===== src/rtl/rtc_bus_sequencer.sv =====
// rtc_bus_sequencer
// Runs one address-phase + data-phase transaction on the multiplexed A/D bus
// of the external RTC chip per start request, with programmable strobe pulse
// and hold widths. Read data is latched at the end of the data strobe.
//
// Ports:
//   clk, reset          clock, asynchronous active-high reset
//   i_start             single-cycle request, sampled only in IDLE
//   i_wr                1 = write, 0 = read (captured with i_start)
//   i_addr, i_wdata     register address / BCD write data (captured)
//   i_ad_in             bus value read back from the chip
//   o_busy, o_done      transaction in progress / one-cycle end pulse
//   o_rdata             last data read from the bus
//   o_cs_n, o_rd_n,     chip select and strobes, active low
//   o_wr_n
//   o_ad_sel            0 = address phase, 1 = data phase
//   o_ad_out, o_ad_oe   bus drive value and tristate enable
//
// state      | meaning
// IDLE       | waiting for start, bus released
// ADDR_PULSE | cs_n/wr_n low, address on bus
// ADDR_HOLD  | strobes high, address still driven
// DATA_PULSE | cs_n low with wr_n (write) or rd_n (read)
// DATA_HOLD  | strobes high, write data still driven
// DONE       | done pulse, bus idle
module rtc_bus_sequencer #(
  parameter int unsigned T_PULSE = 8,
  parameter int unsigned T_HOLD  = 4
) (
  input  logic       clk,
  input  logic       reset,
  input  logic       i_start,
  input  logic       i_wr,
  input  logic [7:0] i_addr,
  input  logic [7:0] i_wdata,
  input  logic [7:0] i_ad_in,
  output logic       o_busy,
  output logic       o_done,
  output logic [7:0] o_rdata,
  output logic       o_cs_n,
  output logic       o_rd_n,
  output logic       o_wr_n,
  output logic       o_ad_sel,
  output logic [7:0] o_ad_out,
  output logic       o_ad_oe
);

  typedef enum logic [2:0] {
    S_IDLE       = 3'd0,
    S_ADDR_PULSE = 3'd1,
    S_ADDR_HOLD  = 3'd2,
    S_DATA_PULSE = 3'd3,
    S_DATA_HOLD  = 3'd4,
    S_DONE       = 3'd5
  } state_t;

  // The counter holds "cycles remaining minus one" so a phase ends at zero.
  localparam logic [7:0] C_PULSE_LD = 8'(T_PULSE - 1);
  localparam logic [7:0] C_HOLD_LD  = 8'(T_HOLD - 1);

  state_t     r_state;
  logic [7:0] r_cnt;
  logic       r_wr;
  logic [7:0] r_addr;
  logic [7:0] r_wdata;
  logic       r_busy;
  logic       r_done;
  logic [7:0] r_rdata;
  logic       r_cs_n;
  logic       r_rd_n;
  logic       r_wr_n;
  logic       r_ad_sel;
  logic [7:0] r_ad_out;
  logic       r_ad_oe;

  // Outputs are registered, so each transition assigns the levels of the
  // state being entered.
  always_ff @(posedge clk or posedge reset) begin
    if (reset) begin
      r_state  <= S_IDLE;
      r_cnt    <= 8'h00;
      r_wr     <= 1'b0;
      r_addr   <= 8'h00;
      r_wdata  <= 8'h00;
      r_busy   <= 1'b0;
      r_done   <= 1'b0;
      r_rdata  <= 8'h00;
      r_cs_n   <= 1'b1;
      r_rd_n   <= 1'b1;
      r_wr_n   <= 1'b1;
      r_ad_sel <= 1'b1;
      r_ad_out <= 8'h00;
      r_ad_oe  <= 1'b0;
    end else begin
      r_done <= 1'b0;
      case (r_state)
        S_IDLE: begin
          if (i_start) begin
            r_wr     <= i_wr;
            r_addr   <= i_addr;
            r_wdata  <= i_wdata;
            r_cnt    <= C_PULSE_LD;
            r_state  <= S_ADDR_PULSE;
            r_busy   <= 1'b1;
            r_cs_n   <= 1'b0;
            r_wr_n   <= 1'b0;   // address is always latched with wr_n
            r_rd_n   <= 1'b1;
            r_ad_sel <= 1'b0;
            r_ad_oe  <= 1'b1;
            r_ad_out <= i_addr;
          end
        end
        S_ADDR_PULSE: begin
          if (r_cnt == 8'h00) begin
            r_state <= S_ADDR_HOLD;
            r_cnt   <= C_HOLD_LD;
            r_cs_n  <= 1'b1;
            r_wr_n  <= 1'b1;
          end else begin
            r_cnt <= r_cnt - 8'd1;
          end
        end
        S_ADDR_HOLD: begin
          if (r_cnt == 8'h00) begin
            r_state  <= S_DATA_PULSE;
            r_cnt    <= C_PULSE_LD;
            r_cs_n   <= 1'b0;
            r_ad_sel <= 1'b1;
            if (r_wr) begin
              r_wr_n   <= 1'b0;
              r_ad_oe  <= 1'b1;
              r_ad_out <= r_wdata;
            end else begin
              r_rd_n   <= 1'b0;
              r_ad_oe  <= 1'b0;
              r_ad_out <= 8'h00;
            end
          end else begin
            r_cnt <= r_cnt - 8'd1;
          end
        end
        S_DATA_PULSE: begin
          if (r_cnt == 8'h00) begin
            r_state <= S_DATA_HOLD;
            r_cnt   <= C_HOLD_LD;
            r_cs_n  <= 1'b1;
            r_rd_n  <= 1'b1;
            r_wr_n  <= 1'b1;
            if (!r_wr) r_rdata <= i_ad_in;  // sampled while rd_n is still low
          end else begin
            r_cnt <= r_cnt - 8'd1;
          end
        end
        S_DATA_HOLD: begin
          if (r_cnt == 8'h00) begin
            r_state  <= S_DONE;
            r_cnt    <= 8'h00;
            r_done   <= 1'b1;
            r_ad_sel <= 1'b1;
            r_ad_oe  <= 1'b0;
            r_ad_out <= 8'h00;
          end else begin
            r_cnt <= r_cnt - 8'd1;
          end
        end
        S_DONE: begin
          r_state <= S_IDLE;
          r_cnt   <= 8'h00;
          r_busy  <= 1'b0;
        end
        default: begin
          r_state  <= S_IDLE;
          r_cnt    <= 8'h00;
          r_busy   <= 1'b0;
          r_cs_n   <= 1'b1;
          r_rd_n   <= 1'b1;
          r_wr_n   <= 1'b1;
          r_ad_sel <= 1'b1;
          r_ad_out <= 8'h00;
          r_ad_oe  <= 1'b0;
        end
      endcase
    end
  end

  assign o_busy   = r_busy;
  assign o_done   = r_done;
  assign o_rdata  = r_rdata;
  assign o_cs_n   = r_cs_n;
  assign o_rd_n   = r_rd_n;
  assign o_wr_n   = r_wr_n;
  assign o_ad_sel = r_ad_sel;
  assign o_ad_out = r_ad_out;
  assign o_ad_oe  = r_ad_oe;

endmodule


===== config.mk =====
export PLATFORM = sky130hd
export DESIGN_NAME = rtc_bus_sequencer
export DESIGN_NICKNAME = d
export VERILOG_FILES = /design/src/rtl/rtc_bus_sequencer.sv
export SDC_FILE = /design/constraint.sdc
export NUM_CORES = 1
export LEC_CHECK = 0
export CORE_MARGIN = 5
export CORE_UTILIZATION = 39
export CTS_CLUSTER_SIZE = 8
export DETAILED_ROUTE_END_ITERATION = 16
export PLACE_DENSITY = 0.71
export SKIP_CTS_REPAIR_TIMING = 1
export SLEW_MARGIN = 10
export SYNTH_ARGS = -nofsm -noshare
export SYNTH_HDL_FRONTEND = slang
export SYNTH_SLANG_ARGS = --single-unit

===== constraint.sdc =====
create_clock -name clk -period 2.8 [get_ports clk]
set_input_delay 0.42 -clock clk [delete_from_list [all_inputs] [get_ports clk]]
set_output_delay 0.42 -clock clk [all_outputs]
set_load 0.005 [all_outputs]

# --- Word level (Yosys, flattened, before mapping) ---
# Cells that the tools add are included.
# W data, S select, Z words.
classes:
  addsub: 1
  bitwise_logic: 5
  n_eq_ne: 14
  mux: 34
  n_reduce_logical: 17
op_table:
  columns: ["cell", "n"]
  rows:
  - ["$mux W8", 8]
  - ["$pmux W8 S4", 2]
  - ["$pmux W1 S4", 4]
  - ["$mux W3", 5]
  - ["$pmux W3 S5", 1]
  - ["$reduce_and A5 Y1", 3]
  - ["$ne A2 B2 Y1 const B", 7]
  - ["$mux W1", 12]
  - ["$logic_not A8 Y1", 1]
  - ["$reduce_and A4 Y1", 2]
  - ["$sub A8 B1 Y8 const B", 1]
  - ["$eq A3 B2 Y1 const B", 2]
  - ["$eq A3 B3 Y1 const B", 2]
  - ["$reduce_and A3 Y1", 2]
  - ["$reduce_or A2 Y1", 3]
  - ["$reduce_or A3 Y1", 2]
  - ["$not A1 Y1", 5]
  - ["$ne A2 B1 Y1 const B", 2]
  - ["$reduce_and A2 Y1", 2]
  - ["$reduce_or A4 Y1", 1]
  - ["$eq A3 B1 Y1 const B", 1]
  - ["$logic_not A3 Y1", 1]
  - ["$pmux W1 S3", 1]
  - ["$pmux W1 S2", 1]
word_totals:
  elab_cells: 84
  out_inout_bits: 23
  regBits: 43
  input_bits: 28

# --- Depth between registers and ports, before layout ---
# Gate-level depths: netlist (run 1).
logic_depth:
  ltp_word: 4
  ltp_mapped: 7
  depth_no_buf: 6

# --- Least setup slack after synthesis (run 1) ---
# OpenSTA, ideal clock, no wires.
synth_path:
  path_type: "register to register"
  from: "reg r_cnt[0]"
  to: "reg r_rdata[0], in the netlist o_rdata[0]"
  arrival_time_ps: 2050
  path_stages_with_launch: 8
  setup_ps: 125
  synth_period_minus_slack_ps: 2175
  path_slack_ps: 625
  t_required_ps: 2675
  n_path_buf: 1
  path_cell_list: "dfrtp_1 > inv_1 > ha_1 > nor4b_4 > nand2_4 > or4_4 > buf_6 > mux2_4"
synth_between:
  elab_chain_cells: 2
synth_lines:
  columns: ["element", "line", "rtl"]
  rows:
  - ["start: declaration", "62", "logic [7:0] r_cnt;"]
  - ["start signal: assignment", "120", "r_cnt <= r_cnt - 8'd1;"]
  - ["start signal: assignment", "139", "r_cnt <= r_cnt - 8'd1;"]
  - ["start signal: assignment", "151", "r_cnt <= r_cnt - 8'd1;"]
  - ["$logic_not A8 Y1", "143", "if (r_cnt == 8'h00) begin"]
  - ["$reduce_and A3 Y1 (no line)", null, null]
  - ["end signal: assignment", "149", "if (!r_wr) r_rdata <= i_ad_in;"]
  - ["end: declaration", "68", "logic [7:0] r_rdata;"]
# Every way passes these cells.
# A chain may end at the register's enable or synchronous reset.

# --- Final worst setup path (run 1) ---
# Ends and elaborated chain as after synthesis.

==> results.md, run 1 <==
* TritonCTS clock tree: done
* Area share of the largest cell type after synthesis at 46.8%
* Width of the die at 83.1 um
* Layout cell share with drive strength beyond 1 at 19.7%
* Power per cell area at 774 nW/um2
* Seq. cell area at 1080 um2
* Maximum number of pins on one net before global-route repair at 19
* Path class of the lowest-slack min-delay path: in2async
* Clock latency of the later-clocked register in the worst-skew pair at 0.29 ns
* Biggest area consumer among synthesized cells: sky130_fd_sc_hd__dfrtp_1
* Most common flop cell mapped by yosys: sky130_fd_sc_hd__dfrtp_1
* Largest clock skew in the final design at 0.00394 ns
* Area of the die at 6910 um2
* Portion of the post-synthesis area used by sequential elements at 51.9%
* DRC violation count after routing at 0
* Type of destination of the critical path: flip-flop
* Area grow syn2layout at 32.2%
* Detailed placer's ending HPWL at 3650 um
* Total number of vias at 1660
* Average cell area after synthesis at 11.3 um2
* Setup TNS at 0 ns
* Routed wire length at 4890 um
* Starting DRT DRC Count at 64
* Worst-case vdd ir drop at 0.000441 V
* Maximum clock frequency at 420 MHz
* Number of flip-flops and latches in the synthesized netlist at 43
* Ranking of synthesized cells by instance count: sky130_fd_sc_hd__dfrtp_1 (39), sky130_fd_sc_hd__nand2_1 (15), sky130_fd_sc_hd__nor2_1 (11)
* Setup repair after global routing missed its margin: no
* Final setup violation count at 0
* Final Hold Viols at 0
* Worst Tran Pin Value at 0.697 ns
* Req. time, crit path at 2.98 ns
* Global routing usage summed across all routing layers at 14.4%
* Proportion of synthesized flip-flops having asynchronous set or reset at 100%
* Row count at 26
* Minimum clock period after layout at 2.38 ns
* Post-DR wirelength/cell at 15.9 um
* Post-synthesis cell count at 184
* Total congestion overflow after global routing at 0
* Via count of the first global-routing pass at 1632
* Multi-input gate area at 927 um2
* CTS clock-pin slew for the worst setup and hold paths at 0.08 ns
* Final total power at 0.00213 W
* Final weighted congestion in routability-driven placement at 0.833
* Maximum fanout count along the critical path at 8
* CTS H-tree lvls at 2
* Count of filler cells inserted in the layout at 488
* Data arrival at the endpoint of the critical path at 2.56 ns
* Initial Util at 40.6%
* Input/output buffers at 50
* Cell Area, Synth at 2080 um2
* Dominant cell by count in the synthesized netlist: sky130_fd_sc_hd__dfrtp_1
* Final net count at 266
* I/O Pins at 51
* Longest Clk Path Bufs at 2
* Cells taking the most area after synthesis: sky130_fd_sc_hd__dfrtp_1 (47%), sky130_fd_sc_hd__mux2_4 (5.8%), sky130_fd_sc_hd__dfstp_2 (5.0%), sky130_fd_sc_hd__mux2_2 (4.9%), sky130_fd_sc_hd__o2bb2ai_1 (3.4%)
* Period utilization at 85.1%
* Inserted Clock Buffers at 5
* Via density per instance at 5.39
* Core footprint at 5140 um2
* Worst setup SP type: flip-flop
* Number of max-slew violations in the final report at 0
* Leakage power of the design at 1.18 nW
* Rel. slew slack at 53.5%
* EDFF count, synth at 0
* Initial antenna violation count at 0
* Ys Warns at 0
* Library cell used as clock root buffer: sky130_fd_sc_hd__clkbuf_8
* # clock sinks at 43
* Ant diodes at 0
* Floorplan die height at 83.1 um
* Global-route wire length before repair at 8180 um
* Cell variety after synth at 52
* Worst setup path class: reg2reg
* Run status: finished clean
* DRT Pass-1 Iters at 4
* Post-detailed-route count of antenna-violating nets at 0
* Max-cap viol count at 0
* Total nets after synthesis at 213
sequential cells by signal (all words and copies together) (netlist names):
register / cells
o_ad_out: 8
r_state: 3
r_wr: 1
o_ad_sel: 1
o_ad_oe: 1
o_done: 1
o_cs_n: 1
r_cnt: 8
r_wdata: 8
o_wr_n: 1
o_rdata: 8
o_rd_n: 1
o_busy: 1
cells by family after synthesis:
family	count (synthesis)	synth area share, %
and+or+nand+nor	53	14.6
AOI/OAI and AO/OA	52	18.2
DFF	43	51.9
buffers and inverters	17	3.66
muxes	17	10.6
xor gates and xnor gates	1	0.420
adders and majority gates	1	0.600
final cells by class:
class	instances	area share [%]
sequential	43	39.2
multi-input combinational	124	33.6
timing repair buffer	57	20.1
tap	70	3.18
clock buffer	6	2.63
inverter	6	0.817
clock inverter	2	0.454
placed cells by master, fill, tap and decap left out, types with 2 or more instances in the layout:
| cell | netlist | routed |
|---|---|---|
| sky130_fd_sc_hd__clkdlybuf4s50_1 | 0 | 50 |
| sky130_fd_sc_hd__dfrtp_1 | 39 | 39 |
| sky130_fd_sc_hd__nand2_1 | 15 | 15 |
| sky130_fd_sc_hd__nor2_1 | 11 | 11 |
| sky130_fd_sc_hd__mux2_2 | 9 | 9 |
| sky130_fd_sc_hd__a21oi_1 | 9 | 9 |
| sky130_fd_sc_hd__o2bb2ai_1 | 8 | 8 |
| sky130_fd_sc_hd__mux2_4 | 8 | 8 |
| sky130_fd_sc_hd__buf_4 | 1 | 7 |
| sky130_fd_sc_hd__inv_1 | 6 | 6 |
| sky130_fd_sc_hd__a22oi_1 | 6 | 6 |
| sky130_fd_sc_hd__o31ai_1 | 5 | 5 |
| sky130_fd_sc_hd__o21ai_0 | 5 | 5 |
| sky130_fd_sc_hd__clkbuf_8 | 0 | 5 |
| sky130_fd_sc_hd__nand3_1 | 4 | 4 |
| sky130_fd_sc_hd__dfstp_2 | 4 | 4 |
| sky130_fd_sc_hd__nor4_1 | 3 | 3 |
| sky130_fd_sc_hd__a31oi_1 | 3 | 3 |
| sky130_fd_sc_hd__nand4_1 | 2 | 2 |
| sky130_fd_sc_hd__and3_1 | 2 | 2 |
| sky130_fd_sc_hd__o21a_1 | 2 | 2 |
| sky130_fd_sc_hd__or4b_2 | 2 | 2 |
| sky130_fd_sc_hd__and2_1 | 2 | 2 |
| sky130_fd_sc_hd__o22a_1 | 2 | 2 |
report_power, final:
group          total, W  leakage (nW)  internal [W]  switching [W]
combinational  0.000703         0.610      0.000425       0.000278
clock          0.000389        0.0412      0.000175       0.000214
sequential      0.00104         0.527      0.000830       0.000211
worst max-delay path, cell delays in order, from the launching register on:
cell and delay, ns:
sky130_fd_sc_hd__dfrtp_1 0.41, sky130_fd_sc_hd__inv_1 0.10, sky130_fd_sc_hd__ha_1 0.20, sky130_fd_sc_hd__nor4b_4 0.44, sky130_fd_sc_hd__nand2_4 0.15, sky130_fd_sc_hd__or4_4 0.63, sky130_fd_sc_hd__mux2_4 0.33
stage by stage:
stage	util [%]	hold WS (ns)	cells	worst slack, ns	instance area [um2]
floorplan	-	0.471	184	0.625	2080
global placement	52.0	0.461	300	0.475	2670
detailed placement	52.0	0.473	300	0.435	2670
CTS	53.6	0.494	308	0.417	2760
global route	53.6	0.522	308	0.303	2760
finish	53.6	0.485	308	0.418	2760
layer usage:
layer  global-route usage (%)  share of wire (%)
met1                     19.2                 45
met2                     22.9                 48
met3                     4.46                6.7
met4                     3.71               0.78
met5                        0                  0
path summary, 6_finish.rpt:
kind	end	from	cells after the start	slack (ns)
max in group asynchronous	o_wr_n$_DFFE_PP1P_	reset	3	1.64
setup reg to reg	o_rdata[0]$_DFFE_PP0P_	r_cnt[0]$_DFFE_PP0N_	6	0.42
hold reg to reg	o_busy$_DFFE_PP0P_	o_busy$_DFFE_PP0P_	2	0.49
min in group clk	o_busy$_DFFE_PP0P_	o_busy$_DFFE_PP0P_	2	0.49
setup / recovery	o_rdata[0]$_DFFE_PP0P_	r_cnt[0]$_DFFE_PP0N_	6	0.42
hold / removal	o_rdata[0]$_DFFE_PP0P_	reset	2	0.48
Note: power is estimated with default switching activity, not from simulation.
==> inputs of run 2 (changes only) <==
--- a/config.mk
+++ b/config.mk
@@ -11,6 +11,7 @@
 export DETAILED_ROUTE_END_ITERATION = 16
 export PLACE_DENSITY = 0.71
 export SKIP_CTS_REPAIR_TIMING = 1
+export SKIP_LAST_GASP = 1
 export SLEW_MARGIN = 10
 export SYNTH_ARGS = -nofsm -noshare
 export SYNTH_HDL_FRONTEND = slang
==> results of run 2 <==
Final layout, timing and power as in run 1 (identical DEF).
==> RTL edit: new RTL, settings of run 1 <==
Encoding of `state_t`: now one-hot (6 bits for 6 states).
--- a/src/rtl/rtc_bus_sequencer.sv
+++ b/src/rtl/rtc_bus_sequencer.sv
@@ -47,9 +47,9 @@
 
-  typedef enum logic [2:0] {
-    S_IDLE       = 3'd0,
-    S_ADDR_PULSE = 3'd1,
-    S_ADDR_HOLD  = 3'd2,
-    S_DATA_PULSE = 3'd3,
-    S_DATA_HOLD  = 3'd4,
-    S_DONE       = 3'd5
+  typedef enum logic [5:0] {
+    S_IDLE       = 6'b000001,
+    S_ADDR_PULSE = 6'b000010,
+    S_ADDR_HOLD  = 6'b000100,
+    S_DATA_PULSE = 6'b001000,
+    S_DATA_HOLD  = 6'b010000,
+    S_DONE       = 6'b100000
   } state_t;
Check against the original RTL: same outputs for any inputs over 10 cycles, from zero or initial values and one cycle with reset high; not proved beyond that.
==> RTL edit against run 1 <==
- sequential cell count up 3
- utilization fell by 1.2 points
- setup slack got worse by 54 ps
- maximum frequency fell by 2.2%
- routed wire length is 0.80% higher
- final area rose by 4.0%
- via count rose by 6.6%
- synthesized area rose by 5.3%
- critical path type unchanged
- critical endpoint is now o_rdata[4]
- largest cell class unchanged
Power is not compared: it rests on default switching activity, and its combinational part moved more than twofold at a synthesized area within 25%.
==> RTL edit: results (changes against run 1) <==
status = complete, no violations
initial antenna violation count = 0 (unchanged)
crit path DAT = 2620 ps (+60 ps)
initial drt markers = 143 (+120%)
vias in the first global route = 1736 (+6.4%)
fin nets = 285 (+7.1%)
Placement Cell Area = 2780 µm² (+4.1%)
clk root buf = clkbuf_8
Yosys top cell area share = 0.468 (-0.000684)
Yosys cell types = 48 (-7.7%)
syn_nets = 233 (+9.4%)
first-pass iteration count of the detailed router = 5 (+1)
number of fill cells = 535 (+9.6%)
sequential cell area fraction in the yosys report = 0.527 (+0.00876)
total track usage = 0.142 (-0.00216)
routability cong. = 0.864 (+3.7%)
Worst Skew = 6.86 ps (+2.92 ps)
worst slew pin tran = 724 ps (+26.8 ps)
ratio of cells with drive above 1 in the final layout = 0.167 (-0.0302)
post-detail-place hpwl = 3650 µm (-0.22%)
synth top area cells = dfrtp_1, mux2_2, dfstp_2, o21ai_0, nand2_1
leakage = 0.00123 µW
first-pass GRT wire length = 8420 µm (+2.9%)
CP max stage delay = 570 ps (-60 ps)
Via density = 5.38 (-0.24%)
most frequent cells after synthesis = dfrtp_1, o21ai_0, nand2_1
pin count of the biggest net entering global routing = 26 (+7)
-- RTL edit: cell types whose count changed in the layout (fill, tap and decap cells not counted), moves of 8 or more --
cell / change
mux2_2: +8
mux2_4: -8
o21ai_0: +17
o2bb2ai_1: -8
-- RTL edit: layer usage --
metal  global-route usage  part of all wire  up-vias
met2                0.218              0.48       68
met5                    0                 0        -
met3               0.0427             0.067        4
met1                0.196              0.45      851
met4               0.0374            0.0087        0
li1                     -                 -      846
-- RTL edit: final timing paths --
| check | cells after the start | endpoint | start | slack [ps] |
|---|---|---|---|---|
| setup / recovery | 4 | o_rdata[4] | r_cnt[4] | 360 |
| hold / removal | 2 | o_busy | reset | 460 |
| setup reg to reg | 4 | o_rdata[4] | r_cnt[4] | 360 |
| hold reg to reg | 2 | o_ad_oe | o_ad_oe | 480 |
| max in group asynchronous | 3 | o_rd_n | reset | 1710 |
| min in group clk | 2 | o_ad_oe | o_ad_oe | 480 |
-- RTL edit: where the power goes --
group / leakage [µW] / total, µW / internal (µW) / switching [µW]
combinational: 0.000590 / 53.2 / 34.8 / 18.4
clock: 0.0000452 / 401 / 176 / 225
sequential: 0.000600 / 664 / 664 / 0
total: 0.00123 / 1120 / 875 / 243
-- RTL edit: stage by stage --
stage,worst slack [ps],total power [µW],util,instances
floorplan,441,687,-,204
global placement,388,732,0.508,321
detailed placement,356,732,0.508,321
CTS,342,1130,0.524,329
global route,273,1170,0.524,329
finish,364,1120,0.524,329
-- RTL edit: cell type report --
class,count,area (µm²),area share
Inverter,6,22.5,0.00785
Tap cell,72,90.1,0.0314
Timing Repair Buffer,56,546,0.190
Clock inverter,2,13.8,0.00480
Clock buffer,6,72.6,0.0253
Multi-Input combinational cell,141,966,0.337
Sequential cell,46,1160,0.404
-- RTL edit: logic make-up (layout without fill, tap and decap cells) --
| logic type | after synthesis | in the layout | share of synthesized area |
|---|---|---|---|
| flip-flops | 46 | 46 | 0.527 |
| multiplexers | 17 | 17 | 0.0872 |
| AND/OR/NAND/NOR | 66 | 66 | 0.174 |
| buffers and inverters | 17 | 70 | 0.0325 |
| adder cells (fa/ha/maj) | 1 | 1 | 0.00570 |
| AO/OA/AOI/OAI | 50 | 50 | 0.145 |
| XOR/XNOR | 7 | 7 | 0.0279 |
-- RTL edit: worst reg2reg max path: stages (launching register included) --
cell	delay, ps
dfrtp_1	410
or4_4	570
or4b_4	570
nor3_4	400
mux2_2	380
